`src/rtl/axi2ahb_cmd_arb.sv`:
```
// AXI AW/AR round-robin command scheduler for the AXI-to-AHB bridge.
// Issues one command at a time to axi2ahb_ctrl and returns the B response for writes.
module axi2ahb_cmd_arb #(
   parameter int AXI_ADDR_WIDTH = 8,
   parameter int TIMEOUT_CYCLES = 1024
) (
   input  logic                      ACLK,
   input  logic                      ARESET,
   input  logic                      s_awvalid,
   output logic                      s_awready,
   input  logic [AXI_ADDR_WIDTH-1:0] s_awaddr,
   input  logic [7:0]                s_awlen,
   input  logic [1:0]                s_awburst,
   input  logic                      s_arvalid,
   output logic                      s_arready,
   input  logic [AXI_ADDR_WIDTH-1:0] s_araddr,
   input  logic [7:0]                s_arlen,
   input  logic [1:0]                s_arburst,
   output logic                      s_bvalid,
   input  logic                      s_bready,
   output logic [1:0]                s_bresp,
   output logic                      cmd_read_o,
   output logic                      cmd_write_o,
   output logic [AXI_ADDR_WIDTH-1:0] cmd_start_addr_o,
   output logic [7:0]                cmd_transfer_len_o,
   output logic [1:0]                cmd_burst_type_o,
   output logic                      ctrl_cmd_valid_o,
   input  logic                      ctrl_cmd_ready_i,
   output logic                      timeout_err_o
);

   typedef enum logic [1:0] {IDLE, ISSUE, WAIT_DONE, WRESP} state_t;

   localparam logic [15:0] TMO_LIM = TIMEOUT_CYCLES[15:0];
   localparam bit          TMO_EN  = (TIMEOUT_CYCLES != 0);

   state_t                    state_q, state_d;
   logic                      last_read_q, last_read_d;
   logic                      cmd_rd_q, cmd_rd_d;
   logic                      cmd_wr_q, cmd_wr_d;
   logic [AXI_ADDR_WIDTH-1:0] addr_q, addr_d;
   logic [7:0]                len_q, len_d;
   logic [1:0]                burst_q, burst_d;
   logic                      err_q, err_d;
   logic                      tmo_q, tmo_d;
   logic [15:0]               cnt_q, cnt_d;

   logic                      grant_w;
   logic                      aw_hs;
   logic                      ar_hs;
   logic [15:0]               cnt_inc;

   // Contested cycles go to whichever side did not win last time
   assign grant_w = s_awvalid & (~s_arvalid | last_read_q);
   assign aw_hs   = (state_q == IDLE) & grant_w;
   assign ar_hs   = (state_q == IDLE) & s_arvalid & ~grant_w;
   assign cnt_inc = (cnt_q == 16'hFFFF) ? cnt_q : cnt_q + 16'd1;

   always_comb begin
      state_d     = state_q;
      last_read_d = last_read_q;
      cmd_rd_d    = cmd_rd_q;
      cmd_wr_d    = cmd_wr_q;
      addr_d      = addr_q;
      len_d       = len_q;
      burst_d     = burst_q;
      err_d       = err_q;
      tmo_d       = tmo_q;
      cnt_d       = cnt_q;
      case (state_q)
         IDLE: begin
            if (aw_hs || ar_hs) begin
               addr_d      = aw_hs ? s_awaddr  : s_araddr;
               len_d       = aw_hs ? s_awlen   : s_arlen;
               burst_d     = aw_hs ? s_awburst : s_arburst;
               last_read_d = ar_hs;
               cmd_wr_d    = aw_hs;
               cmd_rd_d    = ar_hs;
               err_d       = 1'b0;
               state_d     = ISSUE;
            end
         end
         ISSUE: begin
            cnt_d   = 16'd0;
            state_d = WAIT_DONE;
         end
         WAIT_DONE: begin
            cnt_d = cnt_inc;
            // Timeout only flags the command; completion is still awaited
            if (TMO_EN && cnt_inc == TMO_LIM) begin
               tmo_d = 1'b1;
               err_d = 1'b1;
            end
            if (ctrl_cmd_ready_i) begin
               cmd_rd_d = 1'b0;
               cmd_wr_d = 1'b0;
               state_d  = cmd_wr_q ? WRESP : IDLE;
            end
         end
         WRESP: begin
            if (s_bready) state_d = IDLE;
         end
         default: state_d = IDLE;
      endcase
   end

   always_ff @(posedge ACLK or posedge ARESET) begin
      if (ARESET) begin
         state_q     <= IDLE;
         last_read_q <= 1'b1;
         cmd_rd_q    <= 1'b0;
         cmd_wr_q    <= 1'b0;
         addr_q      <= '0;
         len_q       <= '0;
         burst_q     <= '0;
         err_q       <= 1'b0;
         tmo_q       <= 1'b0;
         cnt_q       <= '0;
      end else begin
         state_q     <= state_d;
         last_read_q <= last_read_d;
         cmd_rd_q    <= cmd_rd_d;
         cmd_wr_q    <= cmd_wr_d;
         addr_q      <= addr_d;
         len_q       <= len_d;
         burst_q     <= burst_d;
         err_q       <= err_d;
         tmo_q       <= tmo_d;
         cnt_q       <= cnt_d;
      end
   end

   assign s_awready          = aw_hs;
   assign s_arready          = ar_hs;
   assign s_bvalid           = (state_q == WRESP);
   assign s_bresp            = ((state_q == WRESP) && err_q) ? 2'b10 : 2'b00;
   assign ctrl_cmd_valid_o   = (state_q == ISSUE);
   assign cmd_read_o         = cmd_rd_q;
   assign cmd_write_o        = cmd_wr_q;
   assign cmd_start_addr_o   = addr_q;
   assign cmd_transfer_len_o = len_q;
   assign cmd_burst_type_o   = burst_q;
   assign timeout_err_o      = tmo_q;

endmodule

```
`config.mk`:
```
export PLATFORM = sky130hd
export DESIGN_NAME = axi2ahb_cmd_arb
export DESIGN_NICKNAME = d
export VERILOG_FILES = /design/src/rtl/axi2ahb_cmd_arb.sv
export SDC_FILE = /design/constraint.sdc
export NUM_CORES = 1
export LEC_CHECK = 0
export CORE_UTILIZATION = 25
export CTS_BUF_LIST = sky130_fd_sc_hd__clkbuf_4
export DETAILED_ROUTE_END_ITERATION = 8
export MAX_ROUTING_LAYER = met4
export PLACE_DENSITY = 0.57
export SETUP_SLACK_MARGIN = 0.02
export SLEW_MARGIN = 20
export SYNTH_ARGS = -nofsm -noshare
export SYNTH_HDL_FRONTEND = slang
export SYNTH_SLANG_ARGS = --single-unit
export TNS_END_PERCENT = 30
```
`constraint.sdc`:
```
create_clock -name ACLK -period 4.83 [get_ports ACLK]
set_input_delay 1.449 -clock ACLK [delete_from_list [all_inputs] [get_ports ACLK]]
set_output_delay 1.449 -clock ACLK [all_outputs]
set_load 0.01 [all_outputs]
```
==> results.toml <==
[cts]
cts.clk_slew.worst_paths_ps = 130
htreeDepth = 2
clock_latency_ps = 350
hold_buffers = 0
clkSinkCount = 41
tritoncts.num_buffers = 5
post_cts_resized = 0
clockRootBuffer = "clkbuf_4"
clockBufferDepth = 2
cts_tree = "done"
cts_setup_buffers = 0

[power]
power_density_mw_per_mm2 = 443
vdd_drop_max_uv = 145
p_leak_nw = 1.32

[cells_and_area]
num_antenna_cells = 0
final_util = 0.343
area_delta_synth_final_pct = 32.4
fin_nets = 387
layout-drive-gt1-share = 0.0735

[routing]
wirelength_um = 6520
vias_per_cell = 4.79
firstDrtPassIters = 4
vias = 2264
drc_errors = 0
ant_nets = 0
routedWlPerCell_um = 13.8
drt-initial-drc-count = 125

[timing]
drv_slew = 0
tns_ps = 0
finClkSkew_ps = 17.4
min_period_over_period = 0.890
hold_violations = 0
fmaxAchievable_mhz = 233
period_needed_ps = 4300
rsz0062_at_grt = "no"
relSlewSlack = 0.462
tightestPinTransition_ps = 806
setup-violations-final = 0

[synthesis]
synth_top_area_frac = 0.395
ys_ff_latch = 41
syn_area_mm2 = 0.00253
synth_area_per_cell_um2 = 8.98
ys_warn_count = 0
postSynth.asyncResetShare = 1.00
synth_cells = 282
syn_nets = 330
seq_area_frac_synth = 0.406
synth_area_leaders = "dfrtp_1, mux2i_1, o21ai_0, nand2_1, a21oi_1"
yosysUniqueCellTypes = 53
yosysTopAreaCell = "dfrtp_1"
synth_edf_count = 0
synthFlopType = "dfrtp_1"

[worst_setup_path]
crit_top_cell = "clkdlybuf4s50_1"
cp_top_family = "buffers and inverters"
path_class = "input pin to primary output"
crit_chain = "clkdlybuf4s50_1, nand2_1, a21oi_1, clkdlybuf4s50_1"
critical-path-max-stage-delay_ps = 570
start_kind = "input pin"
crit_buf_inv = 2
crit_slowest_cell = "clkdlybuf4s50_1"
crit_required_ps = 3380
arrival_ps = 2850
critPathCaptureType = "primary output"
cp_max_fo = 3

[die]
rows = 36
start_util = 0.259
die_w_um = 103
die_h_um = 103
io_pins = 69
die-area_mm2 = 0.0105
core_area_mm2 = 0.00977

[hold_path]
holdCritPathClass = "flip-flop to flip-flop"

[outcome]
status = "finished clean"

[placement]
io_buffers = 67
place_hpwl_um = 4880
gp_congestion = 0.922

[global_routing]
grt_overflow = 0
antenna_found_initial = 0
grt_pass1_vias = 2159
grt_max_degree = 40
grtUsageTotal = 0.128
grt_pass1_wl_um = 10400

[flow_run]
drv_cap = 0
## per-stage QoR
step           cell area (um2)  hold slack [ps]  cells  power [mW]  setup WS (ps)
4_1_cts                   3350              492    473        1.51            554
3_3_place_gp              3270              457    465        1.26            591
3_5_place_dp              3270              455    465        1.27            565
6_report                  3350              481    473        1.49            532
5_1_grt                   3350              523    473        1.61            484
2_1_floorplan             2530              470    282       0.943           1270
## path summary, 6_finish.rpt
path                                            from                              end  slack (ps)  cells past startpoint
max reg2reg                     cnt_q[0]$_DFFE_PP0P_                err_q$_DFFE_PP0P_        2200                      7
max                                        s_arvalid                        s_arready         530                      4
max in group asynchronous                     ARESET             cnt_q[7]$_DFFE_PP0P_        2490                      3
min reg2reg                timeout_err_o$_DFFE_PP0P_        timeout_err_o$_DFFE_PP0P_         480                      1
min in group asynchronous                     ARESET  cmd_start_addr_o[7]$_DFFE_PP0P_        1530                      2
min                        timeout_err_o$_DFFE_PP0P_        timeout_err_o$_DFFE_PP0P_         480                      1
## synth_stat cells, types with 4 or more instances
cell	instances
dfrtp_1	40
buf_4	4
nand3_1	8
buf_6	4
inv_1	12
a31oi_1	4
a21oi_1	21
and3_1	5
mux2i_1	20
nand2_1	39
ha_1	6
clkbuf_1	7
o21ai_0	39
nand4_1	8
nor2_1	9
## worst reg2reg max path, cell delays in order, from the launching register on
cell and delay [ps]:
dfrtp_1 480, ha_1 320, nand3_1 230, nor2_1 390, o211ai_1 180, a2111o_1 310, or4_4 530, a21oi_2 140
## power by group
part	internal (mW)	total [mW]	switching (mW)
Clock	0.114	0.231	0.116
Combinational	0.334	0.738	0.404
Sequential	0.448	0.517	0.0692
Total	0.896	1.49	0.589
## metal layers
metal	GRT usage	vias up	part of all wire	routed length [um]
li1	-	1135	-	-
met1	0.169	1038	0.49	3180
met2	0.200	86	0.41	2690
met3	0.0292	5	0.092	603
met4	0.0231	0	0.0074	48
met5	-	-	0	0
## sequential cells by signal, summed over array words and instances, names as in the netlist
name and count:
cmd_burst_type_o 2, timeout_err_o 1, cmd_read_o 1, last_read_q 1, state_q 2, cnt_q 16, cmd_transfer_len_o 8, cmd_start_addr_o 8
err_q 1, cmd_write_o 1
## placed cells by master, fill, tap and decap left out, types with 4 or more instances in the layout
cell type,synthesis,routed
clkdlybuf4s50_1,0,67
dfrtp_1,40,40
nand2_1,39,39
o21ai_0,39,38
a21oi_1,21,20
mux2i_1,20,20
inv_1,12,12
nor2_1,9,9
nand3_1,8,8
nand4_1,8,8
ha_1,6,6
clkbuf_4,1,6
and3_1,5,5
a31oi_1,4,4
## cell families (layout without fill, tap and decap cells)
family / Yosys count / after routing / synth area share
muxes: 20 / 20 / 0.0791
and+or+nand+nor: 91 / 91 / 0.190
DFF: 41 / 41 / 0.406
adders and majority gates: 6 / 6 / 0.0297
AOI/OAI and AO/OA: 88 / 88 / 0.216
xor gates and xnor gates: 3 / 3 / 0.0104
other: 1 / 1 / 0.00148
buffers and inverters: 32 / 90 / 0.0677
## cell type report
| class | count | area, um2 |
|---|---|---|
| fillers | 1029 | 6420 |
| multi-input cells | 209 | 1340 |
| flip-flops and latches | 41 | 1030 |
| repair buffers | 70 | 693 |
| well taps | 133 | 166 |
| clock buffers | 6 | 45.0 |
| inverters | 12 | 45.0 |
| clock inverters | 2 | 35.0 |
(Power assumes the default switching activity.)
